==> src/rtl/pipeline_ctrl_pkg.sv <==
// Shared types and constants for the pipeline hazard/sequencing controller.
package pipeline_ctrl_pkg;

  typedef enum logic {
    RUN      = 1'b0,
    MEM_WAIT = 1'b1
  } ctrl_state_e;

  localparam logic [1:0]  FWD_RF    = 2'b00;
  localparam logic [1:0]  FWD_MEM   = 2'b01;
  localparam logic [1:0]  FWD_WB    = 2'b10;
  localparam logic [31:0] NOP_INSTR = 32'h0000_0013;

endpackage

==> src/rtl/forward_unit.sv <==
// EX operand bypass select for one source register; MEM result beats WB result.
module forward_unit
  import pipeline_ctrl_pkg::*;
(
  input  logic [4:0] rs,
  input  logic [4:0] mem_rd,
  input  logic       mem_regwen,
  input  logic [4:0] wb_rd,
  input  logic       wb_regwen,
  output logic [1:0] sel
);

  always_comb begin
    sel = FWD_RF;
    if (mem_regwen && (mem_rd != 5'd0) && (mem_rd == rs)) begin
      sel = FWD_MEM;
    end else if (wb_regwen && (wb_rd != 5'd0) && (wb_rd == rs)) begin
      sel = FWD_WB;
    end
  end

endmodule

==> src/rtl/pipeline_hazard_ctrl.sv <==
// Five-stage pipeline sequencer: stage enables, flushes, EX forwarding,
// data-memory wait FSM with timeout, and saturating stall/flush counters.
module pipeline_hazard_ctrl
  import pipeline_ctrl_pkg::*;
#(
  parameter int CNT_W       = 16,
  parameter int MEM_TIMEOUT = 64
) (
  input  logic             clk,
  input  logic             rst,
  input  logic [4:0]       id_rs1,
  input  logic [4:0]       id_rs2,
  input  logic [4:0]       ex_rs1,
  input  logic [4:0]       ex_rs2,
  input  logic [4:0]       ex_rd,
  input  logic             ex_regwen,
  input  logic             ex_is_load,
  input  logic             ex_pcsel,
  input  logic [4:0]       mem_rd,
  input  logic             mem_regwen,
  input  logic             mem_req,
  input  logic             dmem_ready,
  input  logic [4:0]       wb_rd,
  input  logic             wb_regwen,
  output logic             pc_en,
  output logic             if_id_en,
  output logic             if_id_flush,
  output logic             id_ex_en,
  output logic             id_ex_flush,
  output logic             ex_mem_en,
  output logic             mem_wb_en,
  output logic [1:0]       fwd_a,
  output logic [1:0]       fwd_b,
  output logic             mem_err,
  output logic [CNT_W-1:0] stall_cnt,
  output logic [CNT_W-1:0] flush_cnt
);

  localparam int                WAIT_W    = (MEM_TIMEOUT > 2) ? $clog2(MEM_TIMEOUT) : 1;
  localparam logic [WAIT_W-1:0] WAIT_LAST = WAIT_W'(MEM_TIMEOUT - 1);

  function automatic logic [CNT_W-1:0] sat_inc(input logic [CNT_W-1:0] v);
    return (&v) ? v : v + 1'b1;
  endfunction

  ctrl_state_e       state, state_nxt;
  logic [WAIT_W-1:0] wait_cnt, wait_nxt;
  logic              freeze;
  logic              err_set;
  logic              load_use;
  logic [1:0]        fwd_a_raw, fwd_b_raw;

  forward_unit u_fwd_a (
    .rs         (ex_rs1),
    .mem_rd     (mem_rd),
    .mem_regwen (mem_regwen),
    .wb_rd      (wb_rd),
    .wb_regwen  (wb_regwen),
    .sel        (fwd_a_raw)
  );

  forward_unit u_fwd_b (
    .rs         (ex_rs2),
    .mem_rd     (mem_rd),
    .mem_regwen (mem_regwen),
    .wb_rd      (wb_rd),
    .wb_regwen  (wb_regwen),
    .sel        (fwd_b_raw)
  );

  // Memory wait FSM: freeze is high on every cycle the whole pipe must hold
  always_comb begin
    state_nxt = state;
    wait_nxt  = wait_cnt;
    freeze    = 1'b0;
    err_set   = 1'b0;
    case (state)
      RUN: begin
        if (mem_req && !dmem_ready) begin
          state_nxt = MEM_WAIT;
          wait_nxt  = '0;
          freeze    = 1'b1;
        end
      end
      MEM_WAIT: begin
        if (dmem_ready) begin
          state_nxt = RUN;
          wait_nxt  = '0;
        end else if (wait_cnt == WAIT_LAST) begin
          state_nxt = RUN;
          wait_nxt  = '0;
          err_set   = 1'b1;
        end else begin
          wait_nxt  = wait_cnt + 1'b1;
          freeze    = 1'b1;
        end
      end
      default: begin
        state_nxt = RUN;
        wait_nxt  = '0;
      end
    endcase
  end

  assign load_use = ex_is_load && ex_regwen && (ex_rd != 5'd0) &&
                    ((ex_rd == id_rs1) || (ex_rd == id_rs2));

  // Branch flush outranks load-use: the stalled ID instruction is wrong-path
  always_comb begin
    pc_en       = 1'b0;
    if_id_en    = 1'b0;
    if_id_flush = 1'b0;
    id_ex_en    = 1'b0;
    id_ex_flush = 1'b0;
    ex_mem_en   = 1'b0;
    mem_wb_en   = 1'b0;
    if (!rst && !freeze) begin
      ex_mem_en = 1'b1;
      mem_wb_en = 1'b1;
      id_ex_en  = 1'b1;
      if (ex_pcsel) begin
        pc_en       = 1'b1;
        if_id_en    = 1'b1;
        if_id_flush = 1'b1;
        id_ex_flush = 1'b1;
      end else if (load_use) begin
        id_ex_flush = 1'b1;
      end else begin
        pc_en    = 1'b1;
        if_id_en = 1'b1;
      end
    end
  end

  assign fwd_a = rst ? FWD_RF : fwd_a_raw;
  assign fwd_b = rst ? FWD_RF : fwd_b_raw;

  always_ff @(posedge clk) begin
    if (rst) begin
      state     <= RUN;
      wait_cnt  <= '0;
      mem_err   <= 1'b0;
      stall_cnt <= '0;
      flush_cnt <= '0;
    end else begin
      state    <= state_nxt;
      wait_cnt <= wait_nxt;
      if (err_set) begin
        mem_err <= 1'b1;
      end
      if (!pc_en) begin
        stall_cnt <= sat_inc(stall_cnt);
      end
      if (ex_pcsel && !freeze) begin
        flush_cnt <= sat_inc(flush_cnt);
      end
    end
  end

endmodule

==> config.mk <==
export PLATFORM = sky130hd
export DESIGN_NAME = pipeline_hazard_ctrl
export DESIGN_NICKNAME = d
export VERILOG_FILES = /design/src/rtl/pipeline_ctrl_pkg.sv /design/src/rtl/forward_unit.sv /design/src/rtl/pipeline_hazard_ctrl.sv
export SDC_FILE = /design/constraint.sdc
export NUM_CORES = 1
export LEC_CHECK = 0
export ABC_AREA = 1
export CAP_MARGIN = 25
export CELL_PAD_IN_SITES_DETAIL_PLACEMENT = 0
export CELL_PAD_IN_SITES_GLOBAL_PLACEMENT = 1
export CORE_ASPECT_RATIO = 1.75
export CORE_MARGIN = 2
export CORE_UTILIZATION = 25
export CTS_BUF_LIST = sky130_fd_sc_hd__clkbuf_4 sky130_fd_sc_hd__clkbuf_8
export CTS_CLUSTER_DIAMETER = 60
export DETAILED_ROUTE_END_ITERATION = 12
export PLACE_DENSITY_LB_ADDON = 0.1
export SETUP_SLACK_MARGIN = 0.4
export SYNTH_ARGS = -nofsm -noshare
export SYNTH_HDL_FRONTEND = slang
export SYNTH_SLANG_ARGS = --single-unit
==> constraint.sdc <==
create_clock -name clk -period 5.2 [get_ports clk]
set_input_delay 1.3 -clock clk [delete_from_list [all_inputs] [get_ports clk]]
set_output_delay 1.3 -clock clk [all_outputs]
set_load 0.005 [all_outputs]
After elaboration in Yosys (flattened, before gate mapping) --
Index checks and enable logic that the tools add are counted.
Operators by class: add/subtract/negate cells 3, equal/unequal tests 8, muxes and demuxes 26, bitwise gates (word level) 4, reductions and logical operators 23
Operators with widths (count):
- $add A16 B1 Y16 const B | 2
- $reduce_and A16 Y1 | 2
- $eq A5 B5 Y1 | 6
- $mux W6 | 3
- $mux W1 | 15
- $reduce_bool A5 Y1 | 3
- $logic_and A1 B1 Y1 | 12
- $mux W2 | 6
- $pmux W6 S2 | 1
- $add A6 B1 Y6 const B | 1
- $eq A6 B6 Y1 const B | 1
- $not A1 Y1 | 4
- $reduce_and A2 Y1 | 2
- $logic_not A1 Y1 | 3
- $ne A2 B2 Y1 const B | 1
- $pmux W1 S2 | 1
- $logic_or A1 B1 Y1 | 1
Storage, ports and cells: register bits 40, output and inout bits 44

Depth between registers and ports, before layout --
Gate-level depths: netlist of the first run.
word-level depth 9, mapped depth 13

Hierarchy --
A second synthesis of the first run with hierarchy kept.
Second synthesis, totals: cell total of the unflattened synthesis 497, area, all modules 2949.1 um2
Modules (own cells, without submodules):
- pipeline_hazard_ctrl | instances 1, cells each 395, area each 2518.7 um2, seq. area each 800.8 um2
- forward_unit | instances 2, cells each 51, area each 215.2 um2, seq. area each 0.0 um2

Worst setup path before layout of the first run --
Ideal clock, no wire load.
kind in2out, start input port dmem_ready, end output port pc_en, arrival 2128 ps, slack 1772 ps, stages 7, buffers on the path 1, path through inv_1 -> nand2_1 -> nor2_1 -> nor3_4 -> nand2_4 -> inv_1 -> buf_4
Between the ends: cells in the longest elaborated chain, start to end 7, elaborated cells on any way between the ends 8, classes of those cells 4 x mux; 4 x reduce/logical
RTL lines:
- start: declaration | line pipeline_hazard_ctrl.sv:22 | input logic dmem_ready,
- $logic_not A1 Y1 | line pipeline_hazard_ctrl.sv:79 | if (mem_req && !dmem_ready) begin
- $logic_and A1 B1 Y1 | line pipeline_hazard_ctrl.sv:79
- $mux W1 | line pipeline_hazard_ctrl.sv:79
- $pmux W1 S2 (*) | line pipeline_hazard_ctrl.sv:77 | case (state)
- $logic_not A1 Y1 (*) | line pipeline_hazard_ctrl.sv:117 | if (!rst && !freeze) begin
- $logic_and A1 B1 Y1 (*) | line pipeline_hazard_ctrl.sv:117
- $mux W1 (*)
- end: declaration | line pipeline_hazard_ctrl.sv:25 | output logic pc_en,
Every way passes the cells marked *; elsewhere a longest branch is shown, timed or not.

Worst setup path in the final report of the first run --
start input port ex_rd[2], end output port pc_en
Between the ends: cells in the longest elaborated chain, start to end 6, elaborated cells on any way between the ends 9, classes of those cells 2 x eq/ne; 3 x mux; 4 x reduce/logical
RTL lines:
- start: declaration | line pipeline_hazard_ctrl.sv:15 | input logic [4:0] ex_rd,
- $eq A5 B5 Y1 or $reduce_bool A5 Y1 (tied branches) | line pipeline_hazard_ctrl.sv:106, pipeline_hazard_ctrl.sv:105
- $logic_or A1 B1 Y1 or $logic_and A1 B1 Y1 (tied branches) | line pipeline_hazard_ctrl.sv:106, pipeline_hazard_ctrl.sv:105
- $logic_and A1 B1 Y1 (*) | line pipeline_hazard_ctrl.sv:105 | assign load_use = ex_is_load && ex_regwen && (ex_rd != 5'd0) &&
- $mux W1 (*) | line pipeline_hazard_ctrl.sv:126 | end else if (load_use) begin
- $mux W1 (*) | line pipeline_hazard_ctrl.sv:121 | if (ex_pcsel) begin
- $mux W1 (*) | line pipeline_hazard_ctrl.sv:117
Marked as above.

==> qor.yml, run 1 <==
worstPathArrival_ns: 3.25
rsz0062_at_grt: "false"
via_per_inst: 4.52
synthArstFlopShare_pct: 0
postCtsSetupBuffers: 0
cts_root_buf: "clkbuf_8"
p_seq_share_pct: 43.3
finClkSkew_ns: 0.00973
layout.nets: 555
initial_core_util_pct: 25.5
syn_avg_cell_area_um2: 6.42
vias: 2886
p_leak_uw: 0.00155
ys_types: 34
hold_depth: 1
insertion_delay_ns: 0.30
crit_fanout: 26
cts_resized: 0
synth_ff_type: "dfxtp_1"
numPortBuffers: 87
finalHoldViolCount: 0
synthTopCellsByArea: "dfxtp_1, nand2_1, nor2_1"
end_kind: "output pin"
outcome: "complete, no violations"
drt_wl_total_mm: 7.82
reg2reg_depth: 11
fill_cells: 1190
hold_buffers: 0
clkSinkCount: 40
grt_pass1_wl_mm: 12.8
seq_area_frac_synth_pct: 29.3
syn_nets: 472
power_density_nw_per_um2: 202
hold_class: "register to register"
final_max_slew_viol_count: 0
yosys-top-cells-count: "nand2_1, nor2_1, inv_1, dfxtp_1, nand3_1"
comb_power_share_pct: 22.1
power.clock.fraction_pct: 34.6
antenna_cells: 0
relSlewSlack_pct: 50.0
start_kind: "primary input"
drtAntennaViolNets: 0
cap_violations: 0
drcViolationCount: 0
io_pins: 88
p_total_uw: 770
die_h_um: 142
max_freq_mhz: 220
worstSetupPathType: "primary input to output pin"
synth_warnings: 0
worst_ir_drop_vdd_mv: 0.0852
intPower_uw: 552
timing.rr.start: "stall_cnt[0]"
grt_max_degree: 27
setup_viol: 0
required_ns: 3.90
grt_usage_pct: 13.4
wire_per_inst_um: 12.2
die_x_um: 83.0
htree_levels: 2
grt_overflow: 0
path_clk_slew_ns: 0.08
antenna_found_initial: 0
hold_start: "mem_err"
clk_path_buf_depth: 2
fin_tns_setup_ns: 0
cts_buffers: 5
core-area_um2: 10700
die_area_um2: 11800
synth_top_area_share_pct: 29.3
worstHoldEndpoint: "mem_err"
fin_crit_ns: 4.55
p_sw_uw: 217
first_iter_violations: 90
synth_most_common_cell: "nand2_1"
synth_area_leader_cell: "dfxtp_1"
r2r_end: "stall_cnt[13]"
synth_edf_count: 0
fp-row-count: 50
place_hpwl_mm: 6.17
layout_worst_path_cycle_share_pct: 87.5
netlist_instances: 425
synth.cell_area_um2: 2730
ys_seq_elements: 40
ff2ff_setup_slack_ns: 2.88
cts_tree: "built"
drt-pass1-iter-count: 4
syn_to_final_growth_pct: 39.3
layout-drive-gt1-share_pct: 4.13
grt_pass1_vias: 2744
place.gp.congestion: 0.791
fin_util_pct: 35.5
worst_pin_slew_ns: 0.749
switching_share_pct: 28.3
[kinds of logic (layout without fill, tap and decap cells)]
group,count (synthesis),in the layout,synth area share [%]
and+or+nand+nor,239,239,39.1
buffers and inverters,62,146,9.90
AOI/OAI and AO/OA,45,45,8.76
DFF,40,40,29.3
xor gates and xnor gates,36,36,11.6
adders and majority gates,3,3,1.38
[cell usage in the layout, fill, tap and decap left out, drive strengths merged, types with 10 or more instances in the layout]
cell / synthesis / final
dfxtp: 40 / 40
a21oi: 31 / 31
nand3: 41 / 41
nand2: 105 / 105
nor2: 68 / 68
inv: 48 / 48
nor3: 10 / 10
xor2: 17 / 17
clkdlybuf4s50: 0 / 87
xnor2: 19 / 19
[layer usage]
metal  part of all wire [%]  track usage [%]
met2                     57             27.8
met1                     37             12.9
met5                      0                0
met4                    2.3             5.35
met3                    3.5             2.03
[worst max-delay path by stage]
stage / startpoint / endpoint / slack, ns / cells after the start
after floorplan: dmem_ready / pc_en / 1.77 / 7
after global placement: ex_rd[2] / pc_en / 0.64 / 11
after detailed placement: dmem_ready / pc_en / 0.61 / 8
after CTS: ex_rd[2] / pc_en / 0.62 / 11
after global routing: ex_rd[3] / pc_en / 0.40 / 11
final: ex_rd[2] / pc_en / 0.65 / 11
[sequential cells by signal, summed over array words and instances, names as in the netlist]
signal,flops
wait_cnt,6
stall_cnt,16
state,1
flush_cnt,16
mem_err,1
[layout make-up]
| class | instances | area, µm² | area share (%) |
|---|---|---|---|
| flip-flops and latches | 40 | 801 | 21.1 |
| repair buffers | 89 | 886 | 23.3 |
| inverters | 49 | 184 | 4.84 |
| clock buffers | 5 | 68.8 | 1.81 |
| well taps | 130 | 163 | 4.28 |
| multi-input cells | 323 | 1660 | 43.6 |
| clock inverters | 3 | 42.5 | 1.12 |
[through the flow]
step	instance area [µm²]	setup slack, ns	hold slack, ns	std cells
after CTS	3800	0.615	0.472	639
after global routing	3800	0.400	0.511	639
final	3800	0.652	0.468	639
after detailed placement	3690	0.613	0.452	631
after global placement	3690	0.638	0.450	631
after floorplan	2730	1.77	0.461	425
[critical path: stages]
cell             delay (ns)
clkdlybuf4s50_1        0.52
inv_1                  0.07
nand2_1                0.05
nand2_1                0.05
nor2_1                 0.11
nand3_1                0.08
nand2_1                0.09
nand3_1                0.11
nand2_4                0.26
inv_1                  0.13
clkdlybuf4s50_1        0.46
[power groups by stage]
stage,sequential (µW),combinational (µW),clock (µW)
2_1_floorplan,338,89.1,0
3_3_place_gp,341,172,0
3_5_place_dp,341,173,0
4_1_cts,334,174,281
5_1_grt,336,191,293
6_report,333,170,266
(Power assumes the default switching activity.)
==> run 2, diff against run 1 <==
--- a/config.mk
+++ b/config.mk
@@ -8,7 +8,7 @@
 export ABC_AREA = 1
 export CAP_MARGIN = 25
 export CELL_PAD_IN_SITES_DETAIL_PLACEMENT = 0
-export CELL_PAD_IN_SITES_GLOBAL_PLACEMENT = 1
+export CELL_PAD_IN_SITES_GLOBAL_PLACEMENT = 2
 export CORE_ASPECT_RATIO = 1.75
 export CORE_MARGIN = 2
 export CORE_UTILIZATION = 25
==> run 2 against run 1 <==
Net effect:
- wire length is 0.43% higher
- flip-flop and latch count unchanged
- sequential power barely moved
- total power hardly changed
- highest routed layer unchanged
- die area stayed put
- via count rose by 0.66%
- utilization is 0.082 points higher
- critical path depth shrank 3
- design area is 0.23% higher
- setup slack improved by 0.0057 ns
- sequential share of layout area is essentially flat
==> qor.yml, run 2 (same netlist as run 1, synthesis figures left out) <==
rsz0062_at_grt: "false"  # unchanged
first_iter_violations: 87  # was 90
reg_top3: "flush_cnt: 16 flops, stall_cnt: 16 flops, wait_cnt: 6 flops"  # unchanged
cts_buffers: 5  # unchanged
final_max_slew_viol_count: 0  # unchanged
worst_setup_path_endpoint: "pc_en"  # unchanged
worstSetupPathType: "primary input to output pin"  # unchanged
vias: 2905  # was 2886
worstPathArrival_ns: 3.24  # was 3.25 ns
via_per_inst: 4.55  # was 4.52
regArea_um2: 801  # unchanged
fp-row-count: 50  # unchanged
fin_area_um2: 3810  # was 3800 µm²
drcViolationCount: 0  # unchanged
layout.nets: 555  # unchanged
setup_ws_ns: 0.658  # was 0.652 ns
fin_util_pct: 35.6  # was 35.5%
clkSinkCount: 40  # unchanged
place.gp.congestion: 0.747  # was 0.791
power.clock.fraction_pct: 34.4  # was 34.6%
finalHoldViolCount: 0  # unchanged
grt_max_degree: 27  # unchanged
hold_class: "register to register"  # unchanged
hold_buffers: 0  # unchanged
relSlewSlack_pct: 51.1  # was 50.0%
path_clk_slew_ns: 0.08  # about the same
finClkSkew_ns: 0.00805  # was 0.00973 ns
worst_ir_drop_vdd_mv: 0.176  # was 0.0852 mV
reg2reg_depth: 11  # unchanged
fin_crit_ns: 4.54  # was 4.55 ns
worst_pin_slew_ns: 0.731  # was 0.749 ns
p_seq_share_pct: 43.3  # about the same
htree_levels: 2  # unchanged
antenna_cells: 0  # unchanged
place_inst: 631  # unchanged
wire_per_inst_um: 12.3  # was 12.2 µm
drt_wl_total_mm: 7.86  # was 7.82 mm
post-place-ws_ns: 0.606  # was 0.613 ns
drtAntennaViolNets: 0  # unchanged
cap_violations: 0  # unchanged
grt_overflow: 0  # unchanged
cts_resized: 0  # unchanged
start_kind: "primary input"  # unchanged
fill_cells: 1214  # was 1190
layout-drive-gt1-share_pct: 4.13  # unchanged
grt_pass1_vias: 2914  # was 2744
timing.rr.start: "stall_cnt[0]"  # unchanged
antenna_found_initial: 0  # unchanged
ff2ff_setup_slack_ns: 2.87  # was 2.88 ns
cts_root_buf: "clkbuf_8"  # unchanged
r2r_end: "stall_cnt[10]"  # was stall_cnt[13]
drt-pass1-iter-count: 4  # unchanged
io_pins: 88  # unchanged
placed_cell_area_um2: 3690  # unchanged
multi_input_area_um2: 1670  # was 1660 µm²
final_cell_mix: "nand2_1, clkdlybuf4s50_1, nor2_1"  # unchanged
intPower_uw: 553  # was 552 µW
layout_worst_path_cycle_share_pct: 87.3  # was 87.5%
clk_path_buf_depth: 2  # unchanged
setup_viol: 0  # unchanged
instances_no_fill: 639  # unchanged
max_freq_mhz: 220  # about the same
comb_power_share_pct: 22.2  # was 22.1%
die_area_um2: 11800  # unchanged
initial_core_util_pct: 25.5  # unchanged
cts_tree: "built"  # unchanged
p_sw_uw: 217  # about the same
power_density_nw_per_um2: 202  # about the same
crit_start: "dmem_ready"  # was ex_rd[2]
die_x_um: 83.0  # unchanged
insertion_delay_ns: 0.30  # about the same
grt_usage_pct: 13.6  # was 13.4%
postCtsSetupBuffers: 0  # unchanged
place_hpwl_mm: 6.21  # was 6.17 mm
layout_commonest_cell: "nand2_1"  # unchanged
syn_to_final_growth_pct: 39.7  # was 39.3%
outcome: "complete, no violations"  # unchanged
grt_pass1_wl_mm: 13.4  # was 12.8 mm
crit_fanout: 26  # unchanged
p_leak_uw: 0.00155  # about the same
core-area_um2: 10700  # unchanged
end_kind: "output pin"  # unchanged
die_h_um: 142  # unchanged
fin_tns_setup_ns: 0  # unchanged
numPortBuffers: 87  # unchanged
required_ns: 3.90  # about the same
switching_share_pct: 28.2  # was 28.3%
==> run 2: worst min-delay path by stage <==
| stage | start | endpoint | slack [ns] | cells after the start |
|---|---|---|---|---|
| floorplan | wait_cnt[4] | wait_cnt[4] | 0.46 | 2 |
| global placement | mem_err | mem_err | 0.46 | 1 |
| detailed placement | mem_err | mem_err | 0.46 | 1 |
| CTS | mem_err | mem_err | 0.48 | 1 |
| global route | mem_err | mem_err | 0.51 | 1 |
| finish | mem_err | mem_err | 0.49 | 1 |
==> run 2: worst max-delay path: stages <==
cell,delay [ns]
clkdlybuf4s50_1,0.50
inv_1,0.05
nand2_1,0.07
nor2_1,0.09
nor3_4,0.38
nand2_8,0.18
inv_1,0.15
clkdlybuf4s50_1,0.51
==> run 2: area by class of cell <==
cell class	count	area share, %
Clock inverter	3	1.12
Inverter	49	4.83
Multi-Input combinational cell	323	43.7
Sequential cell	40	21.0
Tap cell	130	4.27
Clock buffer	5	1.81
Timing Repair Buffer	89	23.2
==> run 2: metal layers <==
| layer | global-route usage, % | up-vias | wire length, µm |
|---|---|---|---|
| met2 | 26.9 | 60 | 4350 |
| met4 | 4.40 | 0 | 74 |
| met3 | 2.38 | 4 | 286 |
| met1 | 14.2 | 1328 | 3140 |
| li1 | - | 1513 | - |
| met5 | 0 | - | 0 |
==> run 2: through the flow <==
stage | total power [µW] | hold WS (ns)
floorplan | 427 | 0.461
global placement | 514 | 0.458
detailed placement | 514 | 0.457
CTS | 786 | 0.482
global route | 818 | 0.510
finish | 770 | 0.485
==> run 2: power by group through the flow <==
stage,logic (µW),registers (µW),clock network [µW]
after detailed placement,173,341,0
after floorplan,89.1,338,0
final,171,333,265
after global routing,192,336,290
after global placement,173,341,0
after CTS,174,334,279
